===== src/rtl/mips_pkg.sv =====
// Shared MIPS-32 pipeline definitions: NOP encoding, default reset PC,
// fetch-stage state encoding and word-alignment helper.
package mips_pkg;

   localparam logic [31:0] NOP_INSTR        = 32'h0000_0000;
   localparam logic [31:0] DEFAULT_RESET_PC = 32'h0000_0000;

   typedef enum logic [1:0] {
      FS_BOOT    = 2'd0,
      FS_RUN     = 2'd1,
      FS_STALLED = 2'd2
   } fetch_state_e;

   function automatic logic [31:0] word_align(input logic [31:0] addr);
      return {addr[31:2], 2'b00};
   endfunction

endpackage


===== src/rtl/pc_next_sel.sv =====
// Next-PC priority mux: stall hold > taken branch > jump > PC+4.
// Redirect targets are forced word-aligned.
module pc_next_sel
   import mips_pkg::*;
(
   input  logic [31:0] pc,
   input  logic        stall,
   input  logic        branch_taken,
   input  logic [31:0] branch_target,
   input  logic        jump,
   input  logic [31:0] jump_target,
   output logic [31:0] pc_next,
   output logic [31:0] pc_plus4,
   output logic        redirect
);

   always_comb begin
      pc_plus4 = pc + 32'd4;
      redirect = !stall && (branch_taken || jump);
      pc_next  = pc_plus4;
      if (stall) begin
         pc_next = pc;
      end else if (branch_taken) begin
         pc_next = word_align(branch_target);
      end else if (jump) begin
         pc_next = word_align(jump_target);
      end
   end

endmodule


===== src/rtl/if_fetch_stage.sv =====
// MIPS-32 instruction-fetch stage: PC register, IF/ID pipeline register,
// fetch FSM and saturating stall/redirect event counters.
module if_fetch_stage
   import mips_pkg::*;
#(
   parameter logic [31:0] RESET_PC = DEFAULT_RESET_PC,
   parameter int unsigned CNT_W    = 16
) (
   input  logic              clk,
   input  logic              rst_n,
   input  logic              lw_use_control_stall,
   input  logic              branch_taken,
   input  logic [31:0]       branch_target,
   input  logic              jump,
   input  logic [31:0]       jump_target,
   output logic [31:0]       imem_addr,
   input  logic [31:0]       imem_rdata,
   output logic [31:0]       if_id_instr,
   output logic [31:0]       if_id_pc_plus4,
   output logic              if_id_valid,
   output logic [1:0]        fetch_state,
   output logic [CNT_W-1:0]  stall_count,
   output logic [CNT_W-1:0]  flush_count
);

   logic [31:0]      pc_q, pc_d;
   logic [31:0]      instr_q, instr_d;
   logic [31:0]      pc4_q, pc4_d;
   logic             valid_q, valid_d;
   fetch_state_e     state_q, state_d;
   logic [CNT_W-1:0] stall_cnt_q, stall_cnt_d;
   logic [CNT_W-1:0] flush_cnt_q, flush_cnt_d;

   logic [31:0] pc_next;
   logic [31:0] pc_plus4;
   logic        redirect;

   pc_next_sel u_pc_next_sel (
      .pc            (pc_q),
      .stall         (lw_use_control_stall),
      .branch_taken  (branch_taken),
      .branch_target (branch_target),
      .jump          (jump),
      .jump_target   (jump_target),
      .pc_next       (pc_next),
      .pc_plus4      (pc_plus4),
      .redirect      (redirect)
   );

   always_comb begin
      pc_d        = pc_next;
      instr_d     = instr_q;
      pc4_d       = pc4_q;
      valid_d     = valid_q;
      stall_cnt_d = stall_cnt_q;
      flush_cnt_d = flush_cnt_q;

      if (lw_use_control_stall) begin
         if (stall_cnt_q != '1) stall_cnt_d = stall_cnt_q + CNT_W'(1);
      end else if (redirect) begin
         instr_d = NOP_INSTR;
         pc4_d   = '0;
         valid_d = 1'b0;
         if (flush_cnt_q != '1) flush_cnt_d = flush_cnt_q + CNT_W'(1);
      end else begin
         instr_d = imem_rdata;
         pc4_d   = pc_plus4;
         valid_d = 1'b1;
      end
   end

   // BOOT leaves unconditionally on the first live edge; the stall still
   // freezes PC/IF/ID through the datapath above.
   always_comb begin
      state_d = state_q;
      unique case (state_q)
         FS_BOOT:    state_d = FS_RUN;
         FS_RUN:     state_d = lw_use_control_stall ? FS_STALLED : FS_RUN;
         FS_STALLED: state_d = lw_use_control_stall ? FS_STALLED : FS_RUN;
         default:    state_d = FS_BOOT;
      endcase
   end

   always_ff @(posedge clk) begin
      if (!rst_n) begin
         pc_q        <= RESET_PC;
         instr_q     <= NOP_INSTR;
         pc4_q       <= '0;
         valid_q     <= 1'b0;
         state_q     <= FS_BOOT;
         stall_cnt_q <= '0;
         flush_cnt_q <= '0;
      end else begin
         pc_q        <= pc_d;
         instr_q     <= instr_d;
         pc4_q       <= pc4_d;
         valid_q     <= valid_d;
         state_q     <= state_d;
         stall_cnt_q <= stall_cnt_d;
         flush_cnt_q <= flush_cnt_d;
      end
   end

   assign imem_addr      = pc_q;
   assign if_id_instr    = instr_q;
   assign if_id_pc_plus4 = pc4_q;
   assign if_id_valid    = valid_q;
   assign fetch_state    = state_q;
   assign stall_count    = stall_cnt_q;
   assign flush_count    = flush_cnt_q;

endmodule


===== config.mk =====
export PLATFORM = sky130hd
export DESIGN_NAME = if_fetch_stage
export DESIGN_NICKNAME = d
export VERILOG_FILES = /design/src/rtl/mips_pkg.sv /design/src/rtl/pc_next_sel.sv /design/src/rtl/if_fetch_stage.sv
export SDC_FILE = /design/constraint.sdc
export NUM_CORES = 1
export LEC_CHECK = 0
export CAP_MARGIN = 5
export CORE_ASPECT_RATIO = 1.4
export CORE_MARGIN = 1
export CORE_UTILIZATION = 30
export DETAILED_ROUTE_END_ITERATION = 6
export MAX_ROUTING_LAYER = met4
export SLEW_MARGIN = 20
export SYNTH_ARGS = -nofsm -noshare
export SYNTH_HDL_FRONTEND = slang
export SYNTH_SLANG_ARGS = --single-unit
export TNS_END_PERCENT = 5

===== constraint.sdc =====
create_clock -name clk -period 3.4 [get_ports clk]
set_input_delay 0.68 -clock clk [delete_from_list [all_inputs] [get_ports clk]]
set_output_delay 0.68 -clock clk [all_outputs]
set_load 0.1 [all_outputs]

**Word level (Yosys, flattened, before mapping)**

Cells that the tools add are included.

- Input bits: 101
- Output and inout bits: 131
- Register bits after elaboration: 131
- Word-level logic and storage cells: 29

- Add/sub/neg operators: 3
- Multiplexer cells: 7
- Bitwise operators: 1
- Eq/ne operators: 4
- Reduce and logical (&&, ||, !) cells: 7

Operators with widths:

| operator | count |
|---|---|
| $mux 32 | 4 |
| $add 16x1->16 const B | 2 |
| $add 32x3->32 const B | 1 |
| $ne 16x16->1 const B | 2 |
| $pmux 2 s2 | 1 |
| $reduce_and 3->1 | 1 |
| $eq 2x1->1 const B | 1 |
| $eq 2x2->1 const B | 1 |
| $logic_not 2->1 | 1 |
| $mux 2 | 1 |
| $reduce_and 2->1 | 1 |
| $reduce_or 2->1 | 1 |
| $logic_and 1x1->1 | 1 |
| $logic_not 1->1 | 1 |
| $logic_or 1x1->1 | 1 |
| $mux 1 | 1 |
| $not 1->1 | 1 |

**Logic depth before layout (Yosys ltp)**

- Depth in word-level cells: 3
- Depth in mapped cells: 7
- Depth with buffers taken out: 6

**Hierarchy**

Synthesis repeated with hierarchy kept, for this count alone.

- Cells, all modules: 727
- Area, all modules: 6531.3 µm²

By module, submodules not included:

| module | sequential area each (µm²) | area an instance (µm²) | cells each | instances |
|---|---|---|---|---|
| if_fetch_stage | 2622.5 | 4614.4 | 423 | 1 |
| pc_next_sel | 0.0 | 1916.8 | 304 | 1 |

**Worst setup path after synthesis**

No wires, ideal clock.

- Kind: register to register
- Start point: register pc_q[9], in the netlist imem_addr[9]
- End point: register pc4_q[22], in the netlist if_id_pc_plus4[22]
- Required time: 3.331 ns
- Arrival: 2.855 ns
- Setup slack: 0.476 ns
- Clock period less this slack: 2.924 ns
- Cell stages (with the launch flop): 7
- Buffers on the path: 1
- Setup time: 0.069 ns
- Cells stage by stage: dfxtp_1 > nand3_1 > or4_4 > buf_6 > or4_4 > xor2_1 > o21ai_2

- Longest elaborated chain between the ends: 2

Ends and longest elaborated chain:

| item | RTL line | text |
|---|---|---|
| start, declared | if_fetch_stage.sv:26 | `logic [31:0] pc_q, pc_d;` |
| start signal, assigned | if_fetch_stage.sv:94 | `pc_q <= pc_d;` |
| $add 32x3->32 | pc_next_sel.sv:18 | `pc_plus4 = pc + 32'd4;` |
| $mux 32 | if_fetch_stage.sv:60 | `end else if (redirect) begin` |
| end signal, assigned | if_fetch_stage.sv:96 | `pc4_q <= pc4_d;` |
| end, declared | if_fetch_stage.sv:28 | `logic [31:0] pc4_q, pc4_d;` |

No other way between the ends.
A chain may end at the register's enable or synchronous reset.

**Final worst setup path**

- Start point: register pc4_q[1], in the netlist if_id_pc_plus4[1]
- End point: output if_id_pc_plus4[1]

RTL lines:

| item | RTL line | text |
|---|---|---|
| end, declared | if_fetch_stage.sv:19 | `output logic [31:0] if_id_pc_plus4,` |

No word-level cell between the ends.

==> out/qor.csv <==
metric,value,unit
final_cell_mix,"128 x dfxtp_1, 127 x clkdlybuf4s50_1, 107 x buf_4",
worst-path-buf-inv,1,
ir_worst_vdd,0.329,mV
synth-seq-area-share,42.4,%
dieHeight,170,um
hold_slack,0.443,ns
num_rows,61,
finalCritPeriodShare,76.4,%
fin_nets,991,
crit_path_max_incr_delay,1.15,ns
die_w,122,um
worstPathArrival,1.92,ns
critPathKind,flop to primary output,
antenna_found_initial,2,
syn_to_final_growth,46.5,%
crit_slowest_cell,clkdlybuf4s50_1,
drv_cap,0,
max_freq,385,MHz
hold_viol_final,0,
cts-buffers-inserted,17,
place.port_buffers,225,
synth-edff-count,0,
synth.distinct_cells,60,
required,2.72,ns
avgSynthCellArea,8.91,um2
yosysTopAreaCell,dfxtp_1,
cts_tree,built,
synth_seq_cells,128,
cts_hold_buf,0,
post_cts_resized,0,
setup_viol,0,
ys.flop_type,dfxtp_1,
drt-initial-drc-count,313,
status,"finished, final reports clean",
synth_warnings,0,
worst_setup_path_end_kind,primary output,
netlist_area,6040,um2
vias,5820,
clock_path_buffers,2,
track_usage,19.8,%
grt_pass1_vias,5441,
critical_path.cell_chain,clkdlybuf4s50_1,
postSynthCellCount,678,
fin_setup_tns,0,ns
die_area,20700,um2
clkSlewWorstSetupHoldPaths,0.06,ns
min_period,2.60,ns
core-area,19800,um2
grt_pass1_wl,30400,um
slew_headroom,34.7,%
synth_top_cell_area_share,42.4,%
final_common_cell,dfxtp_1,
htreeDepth,4,
hpwl,14700,um
ant_nets,0,
path_delay_family,buffers and inverters,
avgViaCountPerCell,5.05,
crit_path_max_fanout,3,
power.total,4.16,mW
drive_gt1_share,17.4,%
synth_area_leaders,"dfxtp_1 42%, a22o_1 6.5%, o21ai_0 5.0%, xnor2_1 4.5%, nand2_1 4.1%",
grt_max_degree,60,
tightest_slew,0.976,ns
clk_latency,0.41,ns
final_util,44.8,%
start_kind,flop,
report.final.slew_viol_count,0,
hold_path.class,flop to flop,
initial_utilization,30.6,%
wl_per_cell,17.3,um
power_density,470,nW/um2
p_leak,3.48,nW
drc,0,
cts-root-buf,clkbuf_16,
clock_sinks,128,
grt_setup_unrepaired,no,
gr-total-overflow,0,
gp_congestion,0.802,
drt_first_pass_iters,5,
wirelength,20000,um
ys_async_sr_fraction,0,%
cts_setup_buffers,0,
io_pins,232,
fin_skew,0.00719,ns
==> routing by layer <==
layer	vias to the layer above	track usage, %	wire length [um]
li1	2910	-	-
met4	0	9.50	614
met1	2683	23.7	8630
met3	28	6.00	1490
met2	199	29.8	9220
met5	-	-	0
==> worst paths after layout <==
kind	start	end	slack [ns]	depth (start not counted)
worst max-delay path	if_id_pc_plus4[1]	if_id_pc_plus4[1]	0.80	1
worst min-delay path	if_id_pc_plus4[23]	if_id_pc_plus4[23]	0.44	2
worst max register to register	imem_addr[9]	imem_addr[31]	0.90	5
worst min register to register	if_id_pc_plus4[23]	if_id_pc_plus4[23]	0.44	2
==> layout make-up <==
cell class                      instances  area (um2)
Clock inverter                         14         133
Antenna cell                            2        5.00
Timing Repair Buffer                  238        2120
Clock buffer                           18         429
Sequential cell                       128        2560
Multi-Input combinational cell        487        3230
Tap cell                              252         315
Fill cell                            1960       10900
Inverter                               13        48.8
==> through the flow <==
stage | instance area (um2) | worst slack (ns) | instances
after global placement | 8280 | 0.687 | 1118
after global routing | 8850 | 0.699 | 1152
after floorplan | 6050 | 0.476 | 679
after CTS | 8840 | 0.779 | 1150
after detailed placement | 8280 | 0.648 | 1118
final | 8850 | 0.802 | 1152
==> cell families (layout without fill, tap and decap cells) <==
logic type               Yosys count  after routing  synth area share (%)
adder cells (fa/ha/maj)            5              5                  1.04
XOR/XNOR                          42             42                  6.09
flip-flops                       128            128                  42.4
AO/OA/AOI/OAI                    187            187                  21.2
AND/OR/NAND/NOR                  237            237                  22.6
buffers and inverters             64            283                  4.31
multiplexers                      14             14                  2.32
other                              1              4                0.0621
==> power breakdown <==
part / switching [mW] / internal (mW)
logic: 0.548 / 0.251
registers: 0.0711 / 1.55
clock network: 0.727 / 1.02
==> sequential cells by signal (all words and copies together), names as in the netlist <==
name / flops
fetch_state: 2
if_id_pc_plus4: 31
if_id_valid: 1
flush_count: 16
if_id_instr: 32
stall_count: 16
imem_addr: 30
==> cell usage after synthesis (3+ instances only) <==
| master | n |
|---|---|
| xnor2_1 | 31 |
| a221o_1 | 9 |
| nand3_1 | 24 |
| ha_1 | 5 |
| a21o_1 | 4 |
| nor2_1 | 20 |
| nor4_4 | 5 |
| o21ai_0 | 60 |
| o211ai_1 | 12 |
| mux2i_1 | 14 |
| nand3b_1 | 3 |
| and2_1 | 25 |
| xor2_1 | 11 |
| nor4_1 | 6 |
| inv_1 | 12 |
| nand2_1 | 66 |
| buf_4 | 3 |
| and4_1 | 11 |
| or3_1 | 3 |
| nand4_1 | 23 |
| clkbuf_1 | 42 |
| dfxtp_1 | 128 |
| buf_1 | 4 |
| a31oi_1 | 4 |
| nand2b_1 | 6 |
| nor3_1 | 16 |
| o221ai_1 | 4 |
| nor3b_1 | 3 |
| nor2b_1 | 6 |
| a21oi_1 | 27 |
| and3_1 | 11 |
| a22o_1 | 45 |
Note: power is estimated with default switching activity, not from simulation.
